### config.mk
export PLATFORM = sky130hd
export DESIGN_NAME = alu_sequencer
export DESIGN_NICKNAME = d
export VERILOG_FILES = /design/src/rtl/alu_sequencer_pkg.sv /design/src/rtl/alu_seq_decode.sv /design/src/rtl/alu_sequencer.sv
export SDC_FILE = /design/constraint.sdc
export NUM_CORES = 1
export LEC_CHECK = 0
export ABC_AREA = 0
export ABC_CLOCK_PERIOD_IN_PS = 2070
export CORE_MARGIN = 3
export CORE_UTILIZATION = 32
export DETAILED_ROUTE_END_ITERATION = 8
export PLACE_DENSITY = 0.61
export SLEW_MARGIN = 10
export SYNTH_ARGS = -nofsm -noshare
export SYNTH_HDL_FRONTEND = slang
export SYNTH_SLANG_ARGS = --single-unit
### constraint.sdc
create_clock -name clk -period 2.07 [get_ports clk]
set_clock_uncertainty 0.1 [all_clocks]
set_input_delay 0.621 -clock clk [delete_from_list [all_inputs] [get_ports clk]]
set_output_delay 0.621 -clock clk [all_outputs]
set_load 0.05 [all_outputs]
### src/rtl/alu_sequencer_pkg.sv
// Shared types and instruction-word field positions for the ALU micro-sequencer
// and the register file it drives.
package alu_sequencer_pkg;

  typedef enum logic [1:0] {
    NOP       = 2'b00,
    REG_WRITE = 2'b01,
    REG_READ  = 2'b10,
    ADD       = 2'b11
  } ALUOp;

  typedef enum logic [1:0] {
    SEQ_NOP   = 2'b00,
    SEQ_WRITE = 2'b01,
    SEQ_READ  = 2'b10,
    SEQ_ADD   = 2'b11
  } SeqOpcode;

  typedef enum logic [1:0] {
    IDLE,
    ISSUE,
    WAIT
  } SeqState;

  localparam int OPC_MSB = 15;
  localparam int OPC_LSB = 14;
  localparam int RA_MSB  = 13;
  localparam int RA_LSB  = 11;
  localparam int RB_MSB  = 10;
  localparam int RB_LSB  = 8;
  localparam int RR_MSB  = 7;
  localparam int RR_LSB  = 5;
  localparam int IMM_MSB = 7;
  localparam int IMM_LSB = 0;

  function automatic ALUOp seq_to_alu_op(input SeqOpcode opc);
    ALUOp result;
    case (opc)
      SEQ_WRITE: result = REG_WRITE;
      SEQ_READ:  result = REG_READ;
      SEQ_ADD:   result = ADD;
      default:   result = NOP;
    endcase
    return result;
  endfunction

endpackage

### src/rtl/alu_seq_decode.sv
// Combinational instruction decoder: splits a 16-bit instruction word into
// opcode, source registers, destination register and immediate.
module alu_seq_decode
  import alu_sequencer_pkg::*;
(
  input  logic [15:0] instr_i,
  output SeqOpcode    op_o,
  output logic [2:0]  ra_o,
  output logic [2:0]  rb_o,
  output logic [2:0]  rr_o,
  output logic [7:0]  imm_o
);

  assign op_o  = SeqOpcode'(instr_i[OPC_MSB:OPC_LSB]);
  assign ra_o  = instr_i[RA_MSB:RA_LSB];
  assign rb_o  = instr_i[RB_MSB:RB_LSB];
  // WRITE and READ name their register in the upper field; only ADD has a separate destination.
  assign rr_o  = (op_o == SEQ_ADD) ? instr_i[RR_MSB:RR_LSB] : instr_i[RA_MSB:RA_LSB];
  assign imm_o = instr_i[IMM_MSB:IMM_LSB];

endmodule

### src/rtl/alu_sequencer.sv
// Micro-sequencer that issues decoded instructions to alu_registers one at a time.
// Define ALU_SEQ_RETIRE_COUNT_EN to build the retired-instruction counter.
module alu_sequencer
  import alu_sequencer_pkg::*;
#(
  parameter int ADD_LATENCY  = 2,
  parameter int READ_LATENCY = 1
) (
  input  logic        clk,
  input  logic        reset,
  input  logic        instr_valid,
  output logic        instr_ready,
  input  logic [15:0] instr,
  output logic [2:0]  alu_addr_a,
  output logic [2:0]  alu_addr_b,
  output logic [2:0]  alu_addr_r,
  output logic [7:0]  alu_data_in,
  output ALUOp        alu_op,
  input  logic [7:0]  alu_data_out,
  output logic        rd_valid,
  output logic [7:0]  rd_data,
  output logic [2:0]  rd_reg,
  output logic        busy,
  output logic [15:0] retired_count
);

  SeqOpcode   dec_op;
  logic [2:0] dec_ra;
  logic [2:0] dec_rb;
  logic [2:0] dec_rr;
  logic [7:0] dec_imm;

  alu_seq_decode u_decode (
    .instr_i (instr),
    .op_o    (dec_op),
    .ra_o    (dec_ra),
    .rb_o    (dec_rb),
    .rr_o    (dec_rr),
    .imm_o   (dec_imm)
  );

  SeqState    state_q;
  SeqOpcode   opc_q;
  logic [3:0] cnt_q;
  ALUOp       alu_op_q;
  logic [2:0] alu_addr_a_q;
  logic [2:0] alu_addr_b_q;
  logic [2:0] alu_addr_r_q;
  logic [7:0] alu_data_in_q;
  logic       rd_valid_q;
  logic [7:0] rd_data_q;
  logic [2:0] rd_reg_q;
  logic       accept;

  assign accept = instr_valid && (state_q == IDLE);

  // The ALU-facing registers double as the operand store: they are loaded at accept
  // and simply hold through WAIT so the register file sees stable addresses.
  always_ff @(posedge clk or negedge reset) begin
    if (!reset) begin
      state_q       <= IDLE;
      opc_q         <= SEQ_NOP;
      cnt_q         <= 4'd0;
      alu_op_q      <= NOP;
      alu_addr_a_q  <= 3'd0;
      alu_addr_b_q  <= 3'd0;
      alu_addr_r_q  <= 3'd0;
      alu_data_in_q <= 8'd0;
      rd_valid_q    <= 1'b0;
      rd_data_q     <= 8'd0;
      rd_reg_q      <= 3'd0;
    end else begin
      rd_valid_q <= 1'b0;
      case (state_q)
        IDLE: begin
          if (accept && dec_op != SEQ_NOP) begin
            state_q       <= ISSUE;
            opc_q         <= dec_op;
            alu_op_q      <= seq_to_alu_op(dec_op);
            alu_addr_a_q  <= dec_ra;
            alu_addr_b_q  <= (dec_op == SEQ_ADD) ? dec_rb : 3'd0;
            alu_addr_r_q  <= (dec_op == SEQ_ADD) ? dec_rr : 3'd0;
            alu_data_in_q <= (dec_op == SEQ_WRITE) ? dec_imm : 8'd0;
          end
        end
        ISSUE: begin
          alu_op_q <= NOP;
          case (opc_q)
            SEQ_READ: begin
              state_q <= WAIT;
              cnt_q   <= 4'(READ_LATENCY);
            end
            SEQ_ADD: begin
              state_q <= WAIT;
              cnt_q   <= 4'(ADD_LATENCY);
            end
            default: state_q <= IDLE;
          endcase
        end
        WAIT: begin
          cnt_q <= cnt_q - 4'd1;
          if (cnt_q == 4'd1) begin
            state_q <= IDLE;
            if (opc_q == SEQ_READ) begin
              rd_valid_q <= 1'b1;
              rd_data_q  <= alu_data_out;
              rd_reg_q   <= alu_addr_a_q;
            end
          end
        end
        default: state_q <= IDLE;
      endcase
    end
  end

  assign instr_ready = (state_q == IDLE);
  assign busy        = (state_q != IDLE);
  assign alu_op      = alu_op_q;
  assign alu_addr_a  = alu_addr_a_q;
  assign alu_addr_b  = alu_addr_b_q;
  assign alu_addr_r  = alu_addr_r_q;
  assign alu_data_in = alu_data_in_q;
  assign rd_valid    = rd_valid_q;
  assign rd_data     = rd_data_q;
  assign rd_reg      = rd_reg_q;

`ifdef ALU_SEQ_RETIRE_COUNT_EN
  logic        retire;
  logic [15:0] retired_q;

  // NOPs retire at accept, WRITEs at the end of ISSUE, READ/ADD when the wait expires.
  assign retire = (accept && dec_op == SEQ_NOP)
               || (state_q == ISSUE && opc_q == SEQ_WRITE)
               || (state_q == WAIT && cnt_q == 4'd1);

  always_ff @(posedge clk or negedge reset) begin
    if (!reset) begin
      retired_q <= 16'd0;
    end else if (retire) begin
      retired_q <= retired_q + 16'd1;
    end
  end

  assign retired_count = retired_q;
`else
  assign retired_count = 16'd0;
`endif

endmodule

==> out/qor.txt, run 1 <==
Clock slew at reported path FFs - 80 ps
Number of global-route vias before repair - 1332
Most common cell after layout, fill and taps aside - buf_4
First-pass GRT wire length - 6.62 mm
Cell area after placement - 2520 µm²
Cell family with most CP delay - flip-flops
YS warnings - 0
Cells along the critical path - nor2_4 -> inv_1 -> buf_12
Netlist cell types - 27
Critical Path Start - state_q[0]
HP Class - in -> async
Syn_area_per_cell - 12.4 µm²
DR iter-0 viols - 36
CTS Buffer Depth - 2
Levels on crit path - 3
Skew-Pair Late Insertion Delay - 290 ps
Hpwl dp - 3.02 mm
GRT Overall Usage - 0.118
Fin. Hold Viols - 0
Critical path class - reg -> out
Min Tclk post-route - 1990 ps
Pin count of the biggest net entering global routing - 23
Sequential power share - 0.322
Layout cells sized above 1 - 0.356
Final ANT Viol Nets - 0
Fmax - 0.503 GHz
Mapped Area - 1900 µm²
Residual DRC - 0
DRT Wirelength - 3.93 mm
Post-DR wirelength/cell - 13.2 µm
Die area - 6900 µm²
Combinational Power Share - 0.551
Die X-Extent - 83.1 µm
Crit path max fanout - 9
NetSw - 0.00185 W
Capturing element type of the critical path - output port
Initial antenna violation count - 0
Die Ht - 83.1 µm
Dpl ws - -94.6 ps
Grt total ovfl - 0
RD Place Congestion - 0.676
Final setup TNS - 0 ps
Max_slew headroom - 0.666
Slew Limit Fails - 0
FF-to-FF Start - cnt_q[1]
Clk pwr share - 0.127
Critical path's slowest cell - dfrtp_1
Layout Nets - 253
Post-synthesis sequential area ratio - 0.513
CTS buffer count - 5
Antenna diode count - 0
Starting density of the core - 0.337
Synth Register Bits - 39
Crit path DAT - 1270 ps
Worst setup margin - 82.1 ps
Power Density - 1520 nW/µm²
WP buf/inv - 2
Drt via density - 4.34
Main area contributors after synthesis - dfrtp_1, mux2i_1, buf_4, mux2_4, mux2_2
CTS Sinks - 39
Layout area overhead - 37.0%
Post-route cell area - 2600 µm²
Number of max-cap violations - 0
Clk root buf - clkbuf_8
# IOs - 76
Via Count - 1288
Row count - 27
Fin Hold WS - 192 ps
Unrepaired setup endpoints after global routing - false
Outcome - complete, no violations
Worst-margin pin slew - 502 ps
Worst R2R Path Depth - 5
Core Region - 5640 µm²
Switching share of power - 0.466
TritonCTS clock tree - done
Most frequent cells in the layout - buf_4, dfrtp_1, clkdlybuf4s50_1, inv_1, conb_1
CP Data Required Time - 1350 ps
CP peak stage delay - 540 ps
Maximum vdd ir drop - 0.000720 V
Final period util - 0.960
Yosys top cell by area - dfrtp_1
Finish-stage setup viols - 0
Static Leak - 1.31 nW
H-tree Lvls - 2
Synth Instances - 153
Non-filler cells, final - 297
Post-Place Cells - 289
Port bufs - 59
Internal power - 0.00212 W
CP startpoint kind - flop
Drt first pass iters - 4
Area share of the largest cell type after synthesis - 0.513
==> cell usage after synthesis <==
cell type   n
nor3b_4     1
mux2_2     12
mux2_4      9
conb_1      1
o21ai_1     1
buf_4      18
clkbuf_2    1
nor2b_1     1
inv_1      17
mux2i_1    15
nand2b_1    2
a21boi_0    2
nor3_4      1
buf_6       2
a21oi_1     3
buf_2       1
nor2_1      2
ha_1        2
a311oi_1    2
xor2_1      1
o22ai_1     1
nor3_1      1
nor2b_4     1
and3_1      6
dfrtp_1    39
nand4_4     1
nand2_1    10
==> worst reg2reg max path: cells and delay by family, from the launching register on <==
family | cells | cell delay [ps]
and+or+nand+nor | 2 | 570
DFF | 1 | 390
adders and majority gates | 1 | 160
muxes | 1 | 400
buffers and inverters | 1 | 120
==> per-layer routing <==
| metal | vias up | track usage | routed length [µm] |
|---|---|---|---|
| met5 | - | 0 | 0 |
| met4 | 0 | 0.0267 | 14 |
| met3 | 3 | 0.0437 | 281 |
| met2 | 50 | 0.181 | 1890 |
| met1 | 624 | 0.158 | 1750 |
| li1 | 611 | - | - |
==> path summary, 6_finish.rpt <==
check	slack, ps	to
min in group clk	410	rd_data[3]
max in group asynchronous	1140	opc_q[0]
worst min-delay path	190	rd_data[4]
worst min register to register	410	rd_data[3]
worst max-delay path	80	busy
worst max register to register	220	rd_data[4]
==> logic make-up (layout without fill, tap and decap cells) <==
group	after synthesis	count (layout)	share of synthesized area
buffers and inverters	39	96	0.122
DFF	39	39	0.513
adders and majority gates	2	2	0.0132
muxes	36	36	0.221
xor gates and xnor gates	1	1	0.00461
AOI/OAI and AO/OA	9	9	0.0309
other	1	16	0.00197
and+or+nand+nor	26	26	0.0928
==> final cells by class <==
type	instances	area [µm²]
fill	542	3040
sequential	39	977
multi-input combinational	90	757
timing repair buffer	71	631
tap	72	90.1
clock buffer	6	72.6
inverter	17	63.8
clock inverter	2	12.5
==> metrics by stage <==
stage                      util  total power, W
after floorplan               -         0.00282
after global placement    0.446         0.00347
after detailed placement  0.446         0.00350
after CTS                 0.461         0.00402
after global routing      0.462         0.00418
final                     0.462         0.00397
==> power groups by stage <==
stage	registers, W	clock network (W)	logic, W
2_1_floorplan	0.00202	0	0.000802
3_3_place_gp	0.00129	0	0.00219
3_5_place_dp	0.00129	0	0.00221
4_1_cts	0.00128	0.000530	0.00221
5_1_grt	0.00132	0.000558	0.00230
6_report	0.00128	0.000504	0.00218
==> timing repair <==
action / in CTS / in global routing
endpoints found under the hold margin: 0 / 0
setup endpoints to repair: 0 / 1
hold buffers: 0 / 0
gates resized for setup: 0 / 1
buffers inserted: 0 / 0
(Power assumes the default switching activity.)
==> inputs of run 2 (changes only) <==
- HOLD_SLACK_MARGIN: default -> 0.12
==> results of run 2 <==
Final layout, timing and power as in run 1 (identical DEF).
==> inputs of run 3 (changes only) <==
- CORE_MARGIN: 3 -> default
- SKIP_LAST_GASP: default -> 1
==> run 3 against run 2 <==
Sequential share of layout area about the same. Core utilization rose by 0.28 points. Non-clock buffer count grew 3. Maximum frequency increased by 4.4%. Sequential cell count unchanged. Cell count up 0.34%. Die area fell by 9.4%. Clock-buffer cell count fell by 1. Clock power shrank 4.2%. Register-to-register slack hardly changed. Critical path type unchanged. Critical endpoint unchanged.
==> out/qor.txt, run 3 (same netlist as run 1, synthesis figures left out) <==
Die X-Extent - 79.1 µm (-4.8%)
Grt total ovfl - 0 (unchanged)
Finish-stage setup viols - 0 (unchanged)
Crit path max fanout - 4 (-5)
Met2 wire len - 1.78 mm (-5.8%)
HP Class - in -> async
Postcts setup bufs - 0 (unchanged)
Outcome - complete, no violations
Slew Limit Fails - 0 (unchanged)
Residual DRC - 0 (unchanged)
TritonCTS clock tree - done
CP peak stage delay - 490 ps (-50 ps)
Critical path's slowest cell - dfrtp_1
Most frequent cells in the layout - buf_4, dfrtp_1, clkdlybuf4s50_1, inv_1, conb_1
Drt via density - 4.28 (-1.4%)
Maximum vdd ir drop - 0.000524 V (-27%)
Row count - 27 (unchanged)
Top routing layer in use - met4
First-pass GRT wire length - 6.47 mm (-2.3%)
CTS Buffer Depth - 2 (unchanged)
Post-CTS Hold Buffers - 0 (unchanged)
GRT Overall Usage - 0.137 (+0.0190)
Cell family with most CP delay - flip-flops
DRT met1 WL - 1.72 mm (-1.7%)
CP Data Required Time - 1350 ps (about the same)
Core Region - 5610 µm² (-0.60%)
Cells along the critical path - nor2_4 -> inv_1 -> buf_12
Final period util - 0.920 (-0.0406)
Die Ht - 79.1 µm (-4.8%)
Internal power - 0.00211 W (-0.21%)
NetSw - 0.00183 W (-0.68%)
Clk pwr share - 0.122 (-0.005)
Via Count - 1274 (-1.1%)
Critical path class - reg -> out
Layout Nets - 256 (+1.2%)
Seq. cell area - 976 µm² (-0.13%)
Skew-Pair Late Insertion Delay - 280 ps (about the same)
RD Place Congestion - 0.736 (+8.9%)
Post-DR wirelength/cell - 12.7 µm (-3.9%)
Switching share of power - 0.465 (-0.00118)
Static Leak - 1.32 nW (+0.63%)
Most common cell after layout, fill and taps aside - buf_4
Antenna diode count - 0 (unchanged)
Multi-input logic area - 757 µm² (unchanged)
Pin count of the biggest net entering global routing - 17 (-26%)
FF-to-FF Start - cnt_q[1]
Layout area overhead - 37.0% (unchanged)
CTS buffer count - 5 (unchanged)
Met3 wire len - 243 µm (-14%)
Layout cells sized above 1 - 0.358 (+0.00285)
Worst R2R Path Depth - 5 (unchanged)
Unrepaired setup endpoints after global routing - false
Fmax - 0.525 GHz (+4.4%)
Drt first pass iters - 4 (unchanged)
H-tree Lvls - 2 (unchanged)
Critical Path Start - state_q[0]
Final ANT Viol Nets - 0 (unchanged)
Fin Hold WS - 143 ps (-49.4 ps)
Hpwl dp - 2.86 mm (-5.4%)
Capturing element type of the critical path - output port
Starting density of the core - 0.339 (+0.00203)
# IOs - 76 (unchanged)
Port bufs - 59 (unchanged)
Fin. Hold Viols - 0 (unchanged)
CTS Sinks - 39 (unchanged)
DRT Wirelength - 3.79 mm (-3.6%)
WP buf/inv - 2 (unchanged)
Die area - 6250 µm² (-9.4%)
Clk root buf - clkbuf_8
Combinational Power Share - 0.558 (+0.007)
Sequential power share - 0.320 (-0.002)
Min Tclk post-route - 1900 ps (-84.0 ps)
Clock slew at reported path FFs - 80 ps (about the same)
Number of global-route vias before repair - 1252 (-6.0%)
DR iter-0 viols - 36 (unchanged)
Post-CTS sizing - 0 (unchanged)
Power Density - 1520 nW/µm² (-0.43%)
Total power - 0.00395 W (-0.43%)
Initial antenna violation count - 0 (unchanged)
CP startpoint kind - flop
Number of max-cap violations - 0 (unchanged)
Crit path DAT - 1180 ps (-90 ps)
Levels on crit path - 3 (unchanged)
Fillers - 552 (+1.8%)
[run 3: changes by cell type in the layout (fill, tap and decap cells not counted)]
cell,delta
buf_12,-1
buf_4,+4
clkbuf_1,-1
clkinv_2,-1
dfrtp_1,+1
dfrtp_2,-1
[run 3: worst reg2reg max path, delay by kind of cell (launching register included)]
| kind | cells | cell delay [ps] |
|---|---|---|
| adder cells (fa/ha/maj) | 1 | 170 |
| AND/OR/NAND/NOR | 2 | 560 |
| multiplexers | 1 | 400 |
| buffers and inverters | 1 | 120 |
| flip-flops | 1 | 390 |
[run 3: layout make-up]
type                       count  area share
clock buffer                   5      0.0264
clock inverter                 1     0.00288
inverter                      17      0.0245
multi-input combinational     90       0.291
sequential                    39       0.375
tap                           72      0.0346
timing repair buffer          74       0.246
[run 3: metrics by stage]
stage / utilization / setup WS [ps] / instances / setup TNS, ps / instance area (µm²)
final: 0.464 / 166 / 298 / 0 / 2600
after global routing: 0.464 / 87.4 / 298 / 0 / 2600
after CTS: 0.464 / 138 / 298 / 0 / 2600
after detailed placement: 0.451 / -81.0 / 292 / -755 / 2530
after global placement: 0.451 / -47.5 / 292 / -332 / 2530
after floorplan: - / 220 / 168 / 0 / 1960
[run 3: per-layer routing]
layer	up-vias	track usage
met5	-	0
met4	0	0.0436
met3	6	0.0437
met2	45	0.204
met1	605	0.187
li1	618	-
[run 3: worst paths after layout]
check | slack (ps) | to
max in group asynchronous | 1170 | alu_op[0]
min in group clk | 410 | rd_reg[1]
worst max register to register | 230 | rd_data[5]
worst max-delay path | 170 | busy
worst min register to register | 410 | rd_reg[1]
worst min-delay path | 140 | alu_addr_b[1]
[run 3: power by group through the flow]
| stage | clock network, W | logic [W] | registers, W |
|---|---|---|---|
| 2_1_floorplan | 0 | 0.000802 | 0.00202 |
| 3_3_place_gp | 0 | 0.00220 | 0.00128 |
| 3_5_place_dp | 0 | 0.00223 | 0.00127 |
| 4_1_cts | 0.000505 | 0.00223 | 0.00127 |
| 5_1_grt | 0.000551 | 0.00233 | 0.00131 |
| 6_report | 0.000483 | 0.00220 | 0.00126 |
